File: src/rtl/tetris_vga_renderer.sv
// VGA scan-out of the 10x20 tetris board: 640x480@60 timing from a 50 MHz clock,
// with the board snapshotted at the start of vertical blanking so frames never tear.
module tetris_vga_renderer #(
  parameter int          CELL       = 20,
  parameter int          X0         = 220,
  parameter int          Y0         = 40,
  parameter logic [23:0] FILL_RGB   = 24'hFFD000,
  parameter logic [23:0] BORDER_RGB = 24'hFFFFFF,
  parameter int          H_VIS      = 640,
  parameter int          H_FP       = 16,
  parameter int          H_SYNC     = 96,
  parameter int          H_BP       = 48,
  parameter int          V_VIS      = 480,
  parameter int          V_FP       = 10,
  parameter int          V_SYNC     = 2,
  parameter int          V_BP       = 33
) (
  input  logic         clk,
  input  logic         resetn,
  input  logic [199:0] board,
  output logic         frame_start,
  output logic         vga_HS,
  output logic         vga_VS,
  output logic         vga_blank_n,
  output logic         vga_clk,
  output logic [7:0]   R,
  output logic [7:0]   G,
  output logic [7:0]   B
);

  localparam int SW = (CELL > 1) ? $clog2(CELL) : 1;
  localparam logic [SW-1:0] SUB_LAST = SW'(CELL - 1);

  localparam logic [9:0] H_LAST  = 10'(H_VIS + H_FP + H_SYNC + H_BP - 1);
  localparam logic [9:0] V_LAST  = 10'(V_VIS + V_FP + V_SYNC + V_BP - 1);
  localparam logic [9:0] H_VIS_C = 10'(H_VIS);
  localparam logic [9:0] V_VIS_C = 10'(V_VIS);
  localparam logic [9:0] HS_BEG  = 10'(H_VIS + H_FP);
  localparam logic [9:0] HS_END  = 10'(H_VIS + H_FP + H_SYNC);
  localparam logic [9:0] VS_BEG  = 10'(V_VIS + V_FP);
  localparam logic [9:0] VS_END  = 10'(V_VIS + V_FP + V_SYNC);
  localparam logic [9:0] BX_BEG  = 10'(X0);
  localparam logic [9:0] BX_END  = 10'(X0 + 10 * CELL);
  localparam logic [9:0] BY_BEG  = 10'(Y0);
  localparam logic [9:0] BY_END  = 10'(Y0 + 20 * CELL);
  localparam logic [9:0] RX_BEG  = 10'(X0 - 2);
  localparam logic [9:0] RX_END  = 10'(X0 + 10 * CELL + 2);
  localparam logic [9:0] RY_BEG  = 10'(Y0 - 2);
  localparam logic [9:0] RY_END  = 10'(Y0 + 20 * CELL + 2);
  localparam logic [9:0] X_LOAD  = 10'(X0 - 1);
  localparam logic [9:0] Y_LOAD  = 10'(Y0 - 1);

  logic          pix_en;
  logic [9:0]    h, v;
  logic [SW-1:0] sub_x, sub_y;
  logic [3:0]    col;
  logic [4:0]    row;
  logic [199:0]  board_q;

  logic          in_bx, in_by, in_rx, in_ry, visible, hs_n, vs_n, cell_on;
  logic [7:0]    cell_idx;
  logic [23:0]   pix_rgb;

  assign vga_clk = pix_en;

  always_ff @(posedge clk or negedge resetn) begin
    if (!resetn) pix_en <= 1'b0;
    else         pix_en <= ~pix_en;
  end

  always_ff @(posedge clk or negedge resetn) begin
    if (!resetn) begin
      h <= '0;
      v <= '0;
    end else if (pix_en) begin
      if (h == H_LAST) begin
        h <= '0;
        v <= (v == V_LAST) ? '0 : v + 10'd1;
      end else begin
        h <= h + 10'd1;
      end
    end
  end

  // Cell counters are (re)loaded one pixel before the board edge so they
  // already hold cell 0 when h/v first enter the board area.
  always_ff @(posedge clk or negedge resetn) begin
    if (!resetn) begin
      sub_x <= '0;
      col   <= '0;
      sub_y <= '0;
      row   <= '0;
    end else if (pix_en) begin
      if (h == X_LOAD) begin
        sub_x <= '0;
        col   <= '0;
      end else if (in_bx) begin
        if (sub_x == SUB_LAST) begin
          sub_x <= '0;
          col   <= col + 4'd1;
        end else begin
          sub_x <= sub_x + 1'b1;
        end
      end
      if (h == H_LAST) begin
        if (v == Y_LOAD) begin
          sub_y <= '0;
          row   <= '0;
        end else if (in_by) begin
          if (sub_y == SUB_LAST) begin
            sub_y <= '0;
            row   <= row + 5'd1;
          end else begin
            sub_y <= sub_y + 1'b1;
          end
        end
      end
    end
  end

  always_comb begin
    in_bx    = (h >= BX_BEG) && (h < BX_END);
    in_by    = (v >= BY_BEG) && (v < BY_END);
    in_rx    = (h >= RX_BEG) && (h < RX_END);
    in_ry    = (v >= RY_BEG) && (v < RY_END);
    visible  = (h < H_VIS_C) && (v < V_VIS_C);
    hs_n     = !((h >= HS_BEG) && (h < HS_END));
    vs_n     = !((v >= VS_BEG) && (v < VS_END));
    cell_idx = {3'b000, row} * 8'd10 + {4'b0000, col};
    cell_on  = board_q[cell_idx];
    pix_rgb  = 24'h000000;
    if (visible) begin
      if (in_bx && in_by) pix_rgb = cell_on ? FILL_RGB : 24'h000000;
      else if (in_rx && in_ry) pix_rgb = BORDER_RGB;
    end
  end

  // frame_start is raised one clk ahead so it is high during the clk whose
  // closing edge captures board into board_q.
  always_ff @(posedge clk or negedge resetn) begin
    if (!resetn) begin
      frame_start <= 1'b0;
      vga_HS      <= 1'b1;
      vga_VS      <= 1'b1;
      vga_blank_n <= 1'b0;
      R           <= '0;
      G           <= '0;
      B           <= '0;
      board_q     <= '0;
    end else begin
      frame_start <= !pix_en && (h == '0) && (v == V_VIS_C);
      if (pix_en) begin
        vga_HS      <= hs_n;
        vga_VS      <= vs_n;
        vga_blank_n <= visible;
        {R, G, B}   <= pix_rgb;
        if ((h == '0) && (v == V_VIS_C)) board_q <= board;
      end
    end
  end

endmodule

File: config.mk
export PLATFORM = sky130hd
export DESIGN_NAME = tetris_vga_renderer
export DESIGN_NICKNAME = d
export VERILOG_FILES = /design/src/rtl/tetris_vga_renderer.sv
export SDC_FILE = /design/constraint.sdc
export NUM_CORES = 1
export LEC_CHECK = 0
export CAP_MARGIN = 20
export CELL_PAD_IN_SITES_DETAIL_PLACEMENT = 0
export CELL_PAD_IN_SITES_GLOBAL_PLACEMENT = 1
export CORE_ASPECT_RATIO = 1.5
export CORE_MARGIN = 8
export CORE_UTILIZATION = 35
export CTS_BUF_LIST = sky130_fd_sc_hd__clkbuf_8
export DETAILED_ROUTE_END_ITERATION = 16
export PLACE_DENSITY_LB_ADDON = 0.05
export SETUP_SLACK_MARGIN = 0.3
export SLEW_MARGIN = 20
export SYNTH_ARGS = -nofsm -noshare
export SYNTH_HDL_FRONTEND = slang
export SYNTH_SLANG_ARGS = --single-unit
export TNS_END_PERCENT = 20
File: constraint.sdc
create_clock -name clk -period 4.65 [get_ports clk]
set_input_delay 0.465 -clock clk [delete_from_list [all_inputs] [get_ports clk]]
set_output_delay 0.465 -clock clk [all_outputs]
set_load 0.02 [all_outputs]
==> impl_metrics.yaml, run 1 <==
finish:
  nets: 1340
  area_growth_pct: 23.67
  drive_above_1_share_pct: 29.93
  nFillCells: 3543
  fin_cells: 1637
critical_path:
  start_kind: "flop"
  cp.required_ns: 5.11
  crit_type: "reg2reg"
  r2r_setup_slack_ns: 1.36
  arrival_ns: 3.75
  cp-end-kind: "flop"
  cp_max_fo: 6
sta:
  hold_violations: 0
  worstMarginPinSlew_ns: 1.093
  holdWs_ns: 0.4893
  max_freq_ghz: 0.3039
  fin_crit_ns: 3.291
  fin_crit_sh_pct: 70.77
  slew_headroom_pct: 27.16
  timing.setup.tns_ns: 0
  drv_slew: 0
  rsz0062_at_grt: "false"
  setup_viol_count_final: 0
  skew_ns: 0.03083
synthesis:
  yosys_warnings: 0
  avgSynthCellArea_um2: 14.74
  synth-seq-cells: 246
  synth_area_leaders: "dfrtp_1 (46%), mux2_4 (23%), mux4_2 (8.1%), buf_12 (3.3%), mux2i_1 (1.9%)"
  netlist.area_leader.share_pct: 45.99
  yosysTopAreaCell: "dfrtp_1"
  synth_most_common_cell: "dfrtp_1"
  synthDistinctLibCells: 66
  synth_ff_type: "dfrtp_1"
  yosys-top-cells-count: "dfrtp_1 (244), mux2_4 (200), mux4_2 (48)"
  synth_fp_nets: 1123
  synth_edf_count: 0
  syn_area_um2: 13280
  synthArstFlopShare_pct: 100.0
  netlist_instances: 901
  synth-seq-area-share_pct: 46.38
clock_network:
  clock_sinks: 246
  clockBufferDepth: 3
  cts_root_buffer: "clkbuf_8"
  cts_tree: "built"
  cts_buffers: 43
  htreeDepth: 2
  clk_pin_slew_worst_paths_ns: 0.07
  ctsHoldBuffers: 1
  clock_latency_ns: 0.57
  post_cts_resized: 0
  post_cts_buffers: 0
route:
  vias: 8020
  drt_wl_total_mm: 35.75
  wl_per_cell_um: 21.84
  drtAntennaViolNets: 0
  dr.pass1.iters: 4
  drt_iter0_drc: 380
  drc: 0
  routed_via_density: 4.899
power_and_ir_drop:
  p_sw_w: 0.001076
  irDropWorstVdd_mv: 0.1903
  p_per_area_nw_per_um2: 282.7
  pwr-share-seq_pct: 49.2
  p_int_w: 0.003566
  power_frac_clock_pct: 41.8
  leakage_nw: 7.531
  p_comb_share_pct: 9.0
  switching_share_pct: 23.18
run_status:
  status: "completed"
floorplan:
  die_area_um2: 44550
  io_pins: 231
  die_w_um: 175.0
  initial_core_util_pct: 35.36
  rows: 87
  coreArea_um2: 37550
  die_y_um: 254.5
global_routing:
  antenna_found_initial: 5
  grt_pass1_wl_mm: 55.23
  grt-ovfl-total: 0
  grt_use_total_pct: 16.01
  grt_max_degree: 105
  grt_pass1_vias: 9207
job:
  max_cap_viol_count: 0
placed_design:
  dpl.cell_count: 1561
  post-dp-hpwl_mm: 26.26
  place.gp.congestion: 0.7508
  io_buffers: 230
worst_hold_path:
  min_path_type: "reg2reg"
-- flip-flops by register name, indices dropped and copies added (netlist names), 4 cells and up --
register and count:
board_q 200, sub_x 5, h 10, v 10, sub_y 5, col 4, row 5
-- layout make-up --
class | instances | area [µm²] | area share, %
antenna | 2 | 5.005 | 0.03048
clock buffer | 54 | 743.2 | 4.526
clock inverter | 19 | 81.33 | 0.4953
inverter | 17 | 63.81 | 0.3886
multi-input combinational | 563 | 6281 | 38.25
sequential | 246 | 6160 | 37.51
tap | 489 | 611.8 | 3.726
timing repair buffer | 247 | 2475 | 15.07
-- power groups by stage --
stage / clock, W / combinational (W) / sequential (W)
floorplan: 0 / 0.000168 / 0.00230
global placement: 0 / 0.000426 / 0.00232
detailed placement: 0 / 0.000430 / 0.00232
CTS: 0.00203 / 0.000431 / 0.00228
global route: 0.00213 / 0.000451 / 0.00229
finish: 0.00194 / 0.000419 / 0.00228
-- cell usage in the layout, fill, tap and decap left out, drive strengths merged, types with 7 or more instances in the layout --
cell type	instances
dfrtp	244
clkdlybuf4s50	229
mux2	201
clkbuf	54
mux4	48
nand2	42
inv	34
o21ai	34
mux2i	25
nor2	23
xnor2	18
ha	18
a21oi	17
buf	17
nor3	14
nand3	12
nand4	9
nor4	9
o31ai	7
a22oi	7
-- layer usage --
metal  GRT usage, %  wire (µm)
met1          17.63      13650
met4          4.517        673
met3          3.970       1713
met2          29.96      19690
met5              0         27
-- logic make-up after synthesis --
| family | after synthesis | synth area share, % |
|---|---|---|
| buffers and inverters | 92 | 6.389 |
| adders and majority gates | 20 | 1.998 |
| AOI/OAI and AO/OA | 102 | 5.023 |
| xor gates and xnor gates | 24 | 1.583 |
| and+or+nand+nor | 143 | 5.899 |
| muxes | 274 | 32.73 |
| DFF | 246 | 46.38 |
-- worst max-delay path, stage by stage, from the launching register on --
cell and delay (ns):
dfrtp_1 0.47, ha_1 0.33, ha_1 0.22, fa_1 0.61, xor2_1 0.17, buf_4 0.21, mux4_2 0.53, mux2i_1 0.24
o21ai_0 0.13, o31a_1 0.27
-- metrics by stage --
step                      power (W)  area [µm²]  util [%]  worst slack [ns]
final                      0.004642       16420     43.72             1.359
after floorplan            0.002467       13280         -             1.492
after detailed placement   0.002751       15580     41.49             1.325
after global placement     0.002747       15580     41.49             1.332
after global routing       0.004870       16420     43.72             1.214
after CTS                  0.004747       16420     43.71             1.316
-- final timing paths --
check	to	cells after the start	startpoint
max in group asynchronous	board_q[176]$_DFFE_PN0P_	3	resetn
worst max register to register	R[6]$_DFFE_PN0P_	9	row[1]$_DFFE_PN0P_
worst min-delay path	sub_y[4]$_DFFE_PN0P_	2	sub_y[4]$_DFFE_PN0P_
min in group asynchronous	h[2]$_DFFE_PN0P_	2	resetn
worst max-delay path	R[6]$_DFFE_PN0P_	9	row[1]$_DFFE_PN0P_
worst min register to register	sub_y[4]$_DFFE_PN0P_	2	sub_y[4]$_DFFE_PN0P_
Power figures use the tool's default switching activity.
==> inputs of run 2 (changes only) <==
Clock period 4.65 ns to 2.89 ns, I/O delays scaled along.
==> run 2 against run 1 <==
The flow now finishes with violations (setup timing). Power up 64%. Final cell count up 3.7%. Global-route usage up 0.51 points. Count of clock-buffer cells in the layout up 2. Clock power up 68%. Sequential cell count unchanged. Sequential power up 61%. Setup slack worse by 1.4 ns. Fmax up 12%. Critical endpoint unchanged. Largest cell class unchanged. Largest power group unchanged.
==> impl_metrics.yaml, run 2 (same netlist as run 1, synthesis figures left out) <==
run_status:
  status: "finished, violations left"
  violations: "setup timing"
clock_network:
  clockBufferDepth: 3
  htreeDepth: 2
  cts_tree: "built"
  clock_latency_ns: 0.57
  clk_pin_slew_worst_paths_ns: 0.07
  cts_root_buffer: "clkbuf_8"
  cts_buffers: 44
  clock_sinks: 246
route:
  drt_iter0_drc: 415
  dr.pass1.iters: 4
  drtAntennaViolNets: 0
  wl_per_cell_um: 21.78
  drc: 0
  vias: 8286
  routed_via_density: 4.883
  drt_wl_total_mm: 36.96
placed_design:
  io_buffers: 230
  place.gp.congestion: 0.7910
  post-dp-hpwl_mm: 27.67
  placed_area_um2: 16090
  dp_slack_ns: -0.1224
finish:
  multiInputGateArea_um2: 6337
  area_growth_pct: 28.70
  regMostFlops: "board_q"
  mostFrequentLayoutCell: "dfrtp_1"
  final_cell_area_um2: 17090
  drive_above_1_share_pct: 34.55
  reg_top3: "board_q: 200 flops, h: 10 flops, v: 10 flops"
  seqCellArea_um2: 6163
  final_cell_mix: "dfrtp_1 (240), clkdlybuf4s50_1 (229), mux2_4 (200)"
  post-route-util_pct: 45.50
  nFillCells: 3466
  nets: 1398
  largest_reg_flops: 200
sta:
  drv_slew: 0
  setup_viol_count_final: 1
  fin_crit_ns: 2.940
  setup_ws_ns: -0.04975
  max_freq_ghz: 0.3402
  holdWs_ns: 0.2848
  worstMarginPinSlew_ns: 0.7461
  rsz0062_at_grt: "true"
  slew_headroom_pct: 49.80
  fin_crit_sh_pct: 101.7
  skew_ns: 0.02098
  hold_violations: 0
global_routing:
  grt_max_degree: 79
  grt_use_total_pct: 16.52
  grt_pass1_wl_mm: 56.72
  grt-ovfl-total: 0
  antenna_found_initial: 2
  grt_pass1_vias: 9476
job:
  max_cap_viol_count: 0
critical_path:
  cp.required_ns: 3.34
  cp_max_fo: 5
  r2r-end: "R[6]$_DFFE_PN0P_"
  reg2reg_from: "row[2]$_DFFE_PN0P_"
  start_kind: "flop"
  reg2reg_depth: 8
  crit_type: "reg2reg"
  arrival_ns: 3.39
  r2r_setup_slack_ns: -0.05
  cp-end-kind: "flop"
floorplan:
  die_y_um: 254.5
  coreArea_um2: 37550
  die_area_um2: 44550
  io_pins: 231
  initial_core_util_pct: 35.36
  die_w_um: 175.0
  rows: 87
power_and_ir_drop:
  leakage_nw: 7.878
  p_per_area_nw_per_um2: 445.8
  irDropWorstVdd_mv: 0.2553
  power_w: 0.007618
worst_hold_path:
  min_path_type: "in2async"
[run 2: cell count changes in the layout (fill, tap and decap cells not counted), sizes merged]
cell	delta
buf	+56
bufbuf	+1
clkbuf	+2
clkinv	+4
clkinvlp	+2
diode	-1
inv	-4
[run 2: layout make-up]
class / instances / share of cell area (%)
Multi-Input combinational cell: 563 / 37.08
Sequential cell: 246 / 36.07
Timing Repair Buffer: 304 / 17.81
Clock buffer: 56 / 4.510
Tap cell: 489 / 3.580
Clock inverter: 21 / 0.5638
Inverter: 17 / 0.3734
Antenna cell: 1 / 0.01464
[run 2: through the flow]
stage	instances	TNS (ns)
after global routing	1697	-0.1442
after global placement	1612	-0.07895
final	1697	-0.04975
after detailed placement	1612	-0.1224
after CTS	1692	-0.06651
after floorplan	901	-0.005017
[run 2: power by group]
part	switching [W]	internal, W
logic	0.000202	0.000486
clock network	0.00152	0.00174
registers	0.0000876	0.00359
total	0.00181	0.00581
[run 2: how the worst max path moves through the flow]
| stage | from | endpoint | slack, ns | cells past startpoint |
|---|---|---|---|---|
| detailed placement | col[1]$_DFFE_PN0P_ | R[6]$_DFFE_PN0P_ | -0.12 | 9 |
| global placement | col[1]$_DFFE_PN0P_ | R[6]$_DFFE_PN0P_ | -0.08 | 9 |
| finish | row[2]$_DFFE_PN0P_ | R[6]$_DFFE_PN0P_ | -0.05 | 8 |
| CTS | row[2]$_DFFE_PN0P_ | R[6]$_DFFE_PN0P_ | -0.07 | 10 |
| floorplan | row[1]$_DFFE_PN0P_ | R[6]$_DFFE_PN0P_ | -0.005 | 8 |
| global route | row[0]$_DFFE_PN0P_ | R[6]$_DFFE_PN0P_ | -0.14 | 10 |
[run 2: what timing repair did]
action,in CTS,in global routing
hold buffers,1,0
pin swaps,4,2
setup buffers,1,4
cloned,1,0
resized for setup,7,4
hold endpoints to repair,71,0
endpoints found under the setup margin,125,40
[run 2: routing by layer]
layer / up-vias / GRT usage (%) / routed length (µm)
met5: - / 0 / 13
met4: 2 / 5.124 / 765
met3: 48 / 4.030 / 1831
met2: 196 / 31.39 / 20610
met1: 4194 / 17.67 / 13750
li1: 3846 / - / -
[run 2: critical path: stages, from the launching register on]
cell,delay (ns)
dfrtp_1,0.42
ha_1,0.32
ha_2,0.32
xnor2_4,0.28
mux4_2,0.35
mux4_2,0.53
o211ai_1,0.22
nand2_1,0.07
o31a_1,0.30
